==> config.mk <==
export PLATFORM = sky130hd
export DESIGN_NAME = interval_meter
export DESIGN_NICKNAME = d
export VERILOG_FILES = /design/src/rtl/interval_meter_pkg.sv /design/src/rtl/interval_meter_sat_up_counter.sv /design/src/rtl/interval_meter.sv
export SDC_FILE = /design/constraint.sdc
export NUM_CORES = 1
export LEC_CHECK = 0
export ABC_AREA = 1
export ABC_CLOCK_PERIOD_IN_PS = 6370
export CAP_MARGIN = 30
export CORE_MARGIN = 3
export CORE_UTILIZATION = 43
export DETAILED_ROUTE_END_ITERATION = 16
export PLACE_DENSITY = 0.68
export SLEW_MARGIN = 0
export SYNTH_ARGS = -nofsm -noshare
export SYNTH_HDL_FRONTEND = slang
export SYNTH_SLANG_ARGS = --single-unit
==> constraint.sdc <==
create_clock -name clk -period 6.37 [get_ports clk]
set_input_delay 0.9555 -clock clk [delete_from_list [all_inputs] [get_ports clk]]
set_output_delay 0.9555 -clock clk [all_outputs]
set_load 0.02 [all_outputs]
==> src/rtl/interval_meter_pkg.sv <==
// Shared definitions for interval_meter: FSM state encoding and default width.
package interval_meter_pkg;

  // Default counter/result width, shared with the tick generator delay width.
  localparam int unsigned DEFAULT_WIDTH = 26;

  // FSM state encoding, kept as plain constants for legacy tool compatibility.
  typedef logic [1:0] state_t;
  localparam state_t S_IDLE = 2'b00;
  localparam state_t S_RUN  = 2'b01;
  localparam state_t S_DONE = 2'b10;

endpackage

==> src/rtl/interval_meter_sat_up_counter.sv <==
// Saturating up-counter: clears to zero, adds inc each edge, never passes limit.
module sat_up_counter
  import interval_meter_pkg::*;
#(
  parameter int unsigned WIDTH = DEFAULT_WIDTH
) (
  input  logic             clk,
  input  logic             resetn,
  input  logic             clear_i,
  input  logic             inc_i,
  input  logic [WIDTH-1:0] limit_i,
  output logic [WIDTH-1:0] count_o,
  output logic             at_limit_c_o
);

  logic [WIDTH-1:0] count_q;
  logic [WIDTH-1:0] count_d;

  // Candidate next value and whether it lands exactly on the limit.
  always_comb begin
    count_d      = count_q + WIDTH'(inc_i);
    at_limit_c_o = (count_d == limit_i);
  end

  // Count register; holds once the limit is reached so it can never wrap.
  always_ff @(posedge clk or negedge resetn) begin
    if (!resetn) begin
      count_q <= '0;
    end else if (clear_i) begin
      count_q <= '0;
    end else if (count_q != limit_i) begin
      count_q <= count_d;
    end
  end

  assign count_o = count_q;

endmodule

==> src/rtl/interval_meter.sv <==
// Measures enabled cycles between start and stop, saturating at TIMEOUT,
// and hands the result over with a valid/ack handshake.
// Optional: define INTERVAL_METER_BEST_EN to track the minimum non-timeout result.
module interval_meter
  import interval_meter_pkg::*;
#(
  parameter int unsigned     WIDTH   = DEFAULT_WIDTH,
  parameter logic [WIDTH-1:0] TIMEOUT = WIDTH'(50_000_000)
) (
  input  logic             clk,
  input  logic             resetn,
  input  logic             enable,
  input  logic             start,
  input  logic             stop,
  input  logic             ack,
  output logic [WIDTH-1:0] interval,
  output logic             valid,
  output logic             timeout,
  output logic             busy,
  output logic [WIDTH-1:0] best_interval
);

  state_t           state_q, state_d;
  logic [WIDTH-1:0] interval_q, interval_d;
  logic             timeout_q, timeout_d;
  logic             valid_q, valid_d;
  logic             busy_q, busy_d;
  logic             clear_c;
  logic             inc_c;
  logic [WIDTH-1:0] count_c;
  logic [WIDTH-1:0] sum_c;
  logic             at_limit_c;

  assign inc_c = enable && (state_q == S_RUN);
  assign sum_c = count_c + WIDTH'(inc_c);

  sat_up_counter #(
    .WIDTH (WIDTH)
  ) u_counter (
    .clk          (clk),
    .resetn       (resetn),
    .clear_i      (clear_c),
    .inc_i        (inc_c),
    .limit_i      (TIMEOUT),
    .count_o      (count_c),
    .at_limit_c_o (at_limit_c)
  );

  // State register.
  always_ff @(posedge clk or negedge resetn) begin
    if (!resetn) begin
      state_q <= S_IDLE;
    end else begin
      state_q <= state_d;
    end
  end

  // Next-state and next-output logic; stop wins over saturation on the same edge.
  always_comb begin
    state_d    = state_q;
    interval_d = interval_q;
    timeout_d  = timeout_q;
    clear_c    = 1'b0;
    case (state_q)
      S_IDLE: begin
        if (start) begin
          state_d = S_RUN;
          clear_c = 1'b1;
        end
      end
      S_RUN: begin
        if (stop) begin
          state_d    = S_DONE;
          interval_d = sum_c;
          timeout_d  = 1'b0;
        end else if (at_limit_c) begin
          state_d    = S_DONE;
          interval_d = TIMEOUT;
          timeout_d  = 1'b1;
        end
      end
      S_DONE: begin
        if (ack) begin
          if (start) begin
            state_d = S_RUN;
            clear_c = 1'b1;
          end else begin
            state_d = S_IDLE;
          end
        end
      end
      default: begin
        state_d = S_IDLE;
      end
    endcase
    valid_d = (state_d == S_DONE);
    busy_d  = (state_d == S_RUN);
  end

  // Registered result and status outputs.
  always_ff @(posedge clk or negedge resetn) begin
    if (!resetn) begin
      interval_q <= '0;
      timeout_q  <= 1'b0;
      valid_q    <= 1'b0;
      busy_q     <= 1'b0;
    end else begin
      interval_q <= interval_d;
      timeout_q  <= timeout_d;
      valid_q    <= valid_d;
      busy_q     <= busy_d;
    end
  end

  assign interval = interval_q;
  assign timeout  = timeout_q;
  assign valid    = valid_q;
  assign busy     = busy_q;

`ifdef INTERVAL_METER_BEST_EN
  logic [WIDTH-1:0] best_q, best_d;

  // Capture a new minimum when a stop-terminated measurement completes.
  always_comb begin
    best_d = best_q;
    if ((state_q == S_RUN) && (state_d == S_DONE) && !timeout_d && (interval_d < best_q)) begin
      best_d = interval_d;
    end
  end

  // Best-result register; only reset returns it to all ones.
  always_ff @(posedge clk or negedge resetn) begin
    if (!resetn) begin
      best_q <= '1;
    end else begin
      best_q <= best_d;
    end
  end

  assign best_interval = best_q;
`else
  assign best_interval = '1;
`endif

endmodule

==> run metrics, run 1 <==
hold path startpoint interval[10]; unrepaired setup endpoints after global routing false; Placed Area 0.00357 mm^2; postcts setup bufs 0; FP Rows 31; top cell type by total area after synthesis dfrtp_1; GRT Total Usage 0.183; DPL Wire Length 5.62 mm; htree depth 3; outcome finished clean; clk_skew 0.00897 ns; share of the synthesized area in the top cell type 0.439; leakage power 1.85 nW; placer congestion estimate 0.897; CP Capture Type register; Area Growth Syn to Fin 16.1%; Area contributors post-synth dfrtp_1 (44%), nand2_1 (19%), nor2_1 (7.2%), buf_4 (6.0%), nand3_1 (5.9%); Post-CTS Resized 0; DR pass1 iterations 4; worst hold path endpoint interval[10]; CP arrival 3.97 ns; r2r endpoint interval[14]; Synth Area per Inst 7.20 um^2; Final Hold Fails 0; CTS buffer count 9; required time of the critical path 6.59 ns; Fill cells 742; final net count 496; multi-input logic area 0.00149 mm^2; core area 0.00729 mm^2; pwr/cell area 303 mW/mm^2; CP Cell Sequence clkdlybuf4s50_1 -> inv_1 -> nor2_1 -> ha_1 -> ha_1 -> nand2_2 -> nor2_4 -> nand2_2 -> nor2_4 -> nand3_1 -> nand2_1 -> nand2_1 -> nor2_1 -> nand3_1 -> o21bai_4 -> nand2_2 -> nand2_1 -> nand2_1; YS warnings 0; Gate Count Post-Synth 451; CP max stage delay 0.46 ns; Die Span Y 92.9 um; Skew-Pair Late Insertion Delay 0.34 ns; clock tree from TritonCTS done; vias in the first global route 2577; CTS sink count 57; Hold Path Class reg2reg; setup TNS 0 ns; Setup Viol. Count Final 0; Reg area 0.00143 mm^2; antenna violations before repair 0; worst-margin pin slew 0.980 ns; slew margin rel. 0.344; first-pass GRT wire length 12.3 mm; Post-route DRC 0; Synth Register Bits 57; Reg2Reg Depth 20; post-placement setup slack 2.26 ns; CP Launch Type input pin; gr ovfl total 0; share of the cycle needed by the critical path after routing 0.588; port bufs 34; critical path class in2reg; CTS root buf clkbuf_8; worst setup path start enable; Routed WL 7.42 mm; Worst R2R Start state_q[0]; clock tree buffer depth 2; Worst path slowest cell clkdlybuf4s50_1; die width 92.9 um; fin area 0.00377 mm^2; R2R Setup Slk 2.91 ns; cts hold-fix bufs 0; clock-pin slew on the worst setup and hold paths 0.07 ns; Crit path top cell by count nand2_1; Max-Cap Viols 0; Ports 61; initial drt markers 148; Hold Crit Depth 2; Max VDD drop 0.000208 V; post-DR vias/cell 4.73; FMAX 267 MHz; WL/cell 12.6 um; share of cells above drive strength 1 0.0732; minimum clock period after layout 3.75 ns; die area 0.00864 mm^2; unique cell type count in the Yosys netlist 27; ANT cells 0; Cell Area, Synth 0.00325 mm^2; Starting Density 0.446; post-detailed-route count of antenna-violating nets 0; DR vias 2794; post-route setup slack 2.62 ns; Crit Path Max Fanout 29; pin count of the biggest net entering global routing 58; share of the yosys chip area belonging to registers 0.439; final number of max-transition violations 0
[registers in the layout, summed over array words and instances, names as in the netlist]
register and count:
busy 1, interval 26, state_q 2, timeout 1, u_counter.count_o 26, valid 1
[cells in the mapped netlist]
| cell | number |
|---|---|
| nand2_1 | 161 |
| nor2_1 | 62 |
| dfrtp_1 | 57 |
| inv_1 | 45 |
| nand3_1 | 38 |
| buf_4 | 26 |
| nand2_2 | 6 |
| clkbuf_1 | 5 |
| nand3b_1 | 5 |
| nand4_1 | 5 |
| a21oi_1 | 4 |
| nor2_2 | 4 |
| nor2_4 | 4 |
| o21ai_0 | 4 |
| buf_2 | 3 |
| ha_1 | 3 |
| o21ai_1 | 3 |
| xnor2_1 | 3 |
| buf_6 | 2 |
| inv_2 | 2 |
| nor3_1 | 2 |
| xor2_1 | 2 |
| conb_1 | 1 |
| nor4_1 | 1 |
| o21bai_1 | 1 |
| o21bai_4 | 1 |
| o41ai_1 | 1 |
[final cells by class]
type / count / share of cell area
well taps: 99 / 0.0328
flip-flops and latches: 57 / 0.378
repair buffers: 36 / 0.0929
inverters: 47 / 0.0468
multi-input cells: 336 / 0.395
clock inverters: 5 / 0.0143
clock buffers: 11 / 0.0401
[layout by cell type, fill, tap and decap left out, drive strengths merged, types with 3 or more instances in the layout]
cell type	n
nand2	167
nor2	70
dfrtp	57
inv	47
nand3	38
clkdlybuf4s50	33
conb	26
clkbuf	11
o21ai	7
nand3b	5
nand4	5
a21oi	4
clkinv	4
xnor2	3
ha	3
buf	3
[through the flow]
stage	util	hold slack, ns	power, mW	std cells
2_1_floorplan	-	0.446	0.673	476
3_5_place_dp	0.489	0.458	0.804	575
6_report	0.517	0.469	1.14	591
5_1_grt	0.517	0.491	1.22	591
3_3_place_gp	0.489	0.455	0.800	575
4_1_cts	0.517	0.475	1.16	591
[critical path, delay by kind of cell]
family / cells / cell delay (ns)
AND/OR/NAND/NOR: 13 / 1.77
adder cells (fa/ha/maj): 2 / 0.39
AO/OA/AOI/OAI: 1 / 0.33
buffers and inverters: 2 / 0.50
[kinds of logic (layout without fill, tap and decap cells)]
group	count (synthesis)	in the layout	synth area share
AOI/OAI and AO/OA	14	14	0.0277
xor gates and xnor gates	5	5	0.0135
adders and majority gates	3	3	0.0116
buffers and inverters	83	99	0.132
DFF	57	57	0.439
other	1	26	0.00115
and+or+nand+nor	288	288	0.375
[per-layer routing]
metal	global-route usage	up-vias	share of wire
li1	-	1408	-
met1	0.241	1293	0.45
met2	0.295	80	0.48
met3	0.0536	13	0.047
met4	0.0464	0	0.022
met5	0	-	0
[power by group]
part | switching, mW | internal (mW)
registers | 0.0345 | 0.422
logic | 0.207 | 0.131
clock network | 0.149 | 0.200
[how the worst max path moves through the flow]
stage	end	slack (ns)
global placement	interval[4]	2.30
floorplan	interval[15]	3.35
detailed placement	interval[18]	2.26
global route	interval[14]	2.31
finish	interval[14]	2.62
CTS	interval[14]	2.61
Note: power is estimated with default switching activity, not from simulation.
==> run 2, diff against run 1 <==
--- a/config.mk
+++ b/config.mk
@@ -6,7 +6,7 @@
 export NUM_CORES = 1
 export LEC_CHECK = 0
 export ABC_AREA = 1
-export ABC_CLOCK_PERIOD_IN_PS = 6370
+export ABC_CLOCK_PERIOD_IN_PS = 3900
 export CAP_MARGIN = 30
 export CORE_MARGIN = 3
 export CORE_UTILIZATION = 43
==> constraint.sdc (replaced) <==
create_clock -name clk -period 3.9 [get_ports clk]
set_input_delay 0.585 -clock clk [delete_from_list [all_inputs] [get_ports clk]]
set_output_delay 0.585 -clock clk [all_outputs]
set_load 0.02 [all_outputs]
==> run 2 against run 1 <==
Critical path depth did not move. Via count rose by 0.29%. Cell count rose by 0.34%. Sequential power rose by 63%. Critical endpoint is now interval[25]. First-iteration DRC count rose by 51%. Power rose by 58%. Largest power group unchanged. Cell area fell by 0.46%. Routed wire length rose by 2.1%. Global-route usage rose by 0.89 points. Clock skew fell by 0.0020 ns. Die area did not move. Flip-flop and latch count did not move.
==> run metrics, run 2 (synthesis results as in run 1) <==
worst-margin pin slew 0.794 ns (-0.186 ns); grt met1 use 0.238 (-0.00374); FMAX 319 MHz; CP Capture Type register; Final Hold Fails 0 (unchanged); clock share of power 0.274 (-0.031); vias in the first global route 2684 (+4.2%); NetSw 0.649 mW (+66%); Area Growth Syn to Fin 15.5%; slew margin rel. 0.470 (+0.126); Max-Cap Viols 0 (unchanged); Post-route DRC 0 (unchanged); Max VDD drop 0.000281 V (+35%); CTS buffer count 9 (unchanged); DR vias 2802 (+0.29%); sequential share of power 0.414 (+0.014); post-detailed-route count of antenna-violating nets 0 (unchanged); Crit Path Max Fanout 29 (unchanged); Hold Path Class in2async; DR pass1 iterations 5 (+1); commonest non-fill, non-tap cell in the layout nand2_1; GRT Total Usage 0.192 (+0.00892); Comb pwr share 0.312 (+0.017); Skew-Pair Late Insertion Delay 0.34 ns (about the same); die width 92.9 um (unchanged); switching portion of total power 0.360 (+0.0191); clock-pin slew on the worst setup and hold paths 0.07 ns (about the same); unrepaired setup endpoints after global routing false; Ports 61 (unchanged); clock tree buffer depth 2 (unchanged); share of cells above drive strength 1 0.0749 (+0.00173); P_int 1.15 mW (+53%); placer congestion estimate 0.936 (+4.4%); placed instance count 577 (+0.35%); CTS root buf clkbuf_8; antenna violations before repair 0 (unchanged); htree depth 3 (unchanged); Reg2Reg Depth 19 (-5.0%); FP Rows 31 (unchanged); WL/cell 12.8 um (+1.8%); leakage power 1.84 nW (-0.54%); clock tree from TritonCTS done; post-placement setup slack 0.434 ns (-1.83 ns); postcts setup bufs 0 (unchanged); final number of max-transition violations 0 (unchanged); Worst R2R Start state_q[0]; final net count 498 (+0.40%); R2R Setup Slk 0.85 ns (-2.06 ns); post-DR vias/cell 4.73 (about the same); DPL Wire Length 5.68 mm (+1.2%); post-route setup slack 0.766 ns (-1.86 ns); ANT cells 0 (unchanged); outcome finished clean; cts hold-fix bufs 0 (unchanged); met3 usage 0.0536 (unchanged); GRT met2 Usage 0.322 (+0.0264); clk_skew 0.00693 ns (-0.00204 ns); gr busiest metal met2; core area 0.00729 mm^2 (unchanged); initial drt markers 223 (+51%); setup TNS 0 ns (unchanged); critical path class in2reg; first-pass GRT wire length 12.8 mm (+4.1%); Routed WL 7.58 mm (+2.1%); most frequent cells in the layout nand2_1 (161), nor2_1 (62), dfrtp_1 (57); Starting Density 0.446 (unchanged); Setup Viol. Count Final 0 (unchanged); CP arrival 3.36 ns (-0.61 ns); Die Span Y 92.9 um (unchanged); end-of-flow core utilization 0.515 (-0.00240); minimum clock period after layout 3.13 ns; gr ovfl total 0 (unchanged); port bufs 34 (unchanged); CTS sink count 57 (unchanged); required time of the critical path 4.13 ns (-2.46 ns); share of the cycle needed by the critical path after routing 0.804; pwr/cell area 480 mW/mm^2 (+58%); fin cells 593 (+0.34%); pin count of the biggest net entering global routing 32 (-45%); CP Launch Type input pin; r2r endpoint interval[25]; Post-CTS Resized 0 (unchanged); die area 0.00864 mm^2 (unchanged)
run 2: changes by cell type in the layout (fill, tap and decap cells not counted):
cell / before / now
clkbuf_8: 11 / 10
clkinvlp_4: 0 / 1
buf_4: 2 / 4
bufinv_16: 1 / 0
clkbuf_1: 0 / 1
run 2: power groups by stage:
stage,clock (mW),sequential (mW),combinational [mW]
finish,0.493,0.746,0.562
global route,0.536,0.761,0.616
CTS,0.505,0.747,0.570
detailed placement,0,0.756,0.569
global placement,0,0.756,0.561
floorplan,0,0.853,0.246
run 2: critical path: stages:
cell and delay, ns:
clkdlybuf4s50_1 0.46, inv_1 0.04, nor2_1 0.15, ha_1 0.18, ha_1 0.21, nand2_2 0.08, nor2_4 0.15, nand2_2 0.12
nor2_4 0.18, nand3_1 0.12, nand2_1 0.11, nand2_1 0.06, nor2_1 0.08, nand3_1 0.13, o21bai_4 0.14, nand2_2 0.32
nand2_1 0.16, nand2_1 0.06
run 2: worst max path at each step:
stage	end	from	slack (ns)
5_1_grt	interval[2]	state_q[0]	0.48
3_5_place_dp	interval[15]	enable	0.43
4_1_cts	interval[23]	enable	0.78
6_report	interval[25]	enable	0.77
2_1_floorplan	interval[15]	state_q[0]	1.09
3_3_place_gp	interval[4]	enable	0.47
run 2: cell type report:
cell class                      count  area [um^2]
Tap cell                           99          124
Clock inverter                      5         31.3
Sequential cell                    57         1430
Timing Repair Buffer               38          365
Fill cell                         738         3540
Inverter                           47          176
Multi-Input combinational cell    336         1490
Clock buffer                       11          141
run 2: stage by stage:
stage / power, mW / hold WS, ns / instance area (um^2)
floorplan: 1.10 / 0.289 / 3340
global placement: 1.32 / 0.455 / 3580
detailed placement: 1.32 / 0.458 / 3580
CTS: 1.82 / 0.304 / 3750
global route: 1.91 / 0.333 / 3750
finish: 1.80 / 0.289 / 3750
run 2: routing by layer:
layer	wire, um	up-vias
met2	3660	69
li1	-	1414
met5	0	-
met4	181	0
met1	3340	1305
met3	389	14
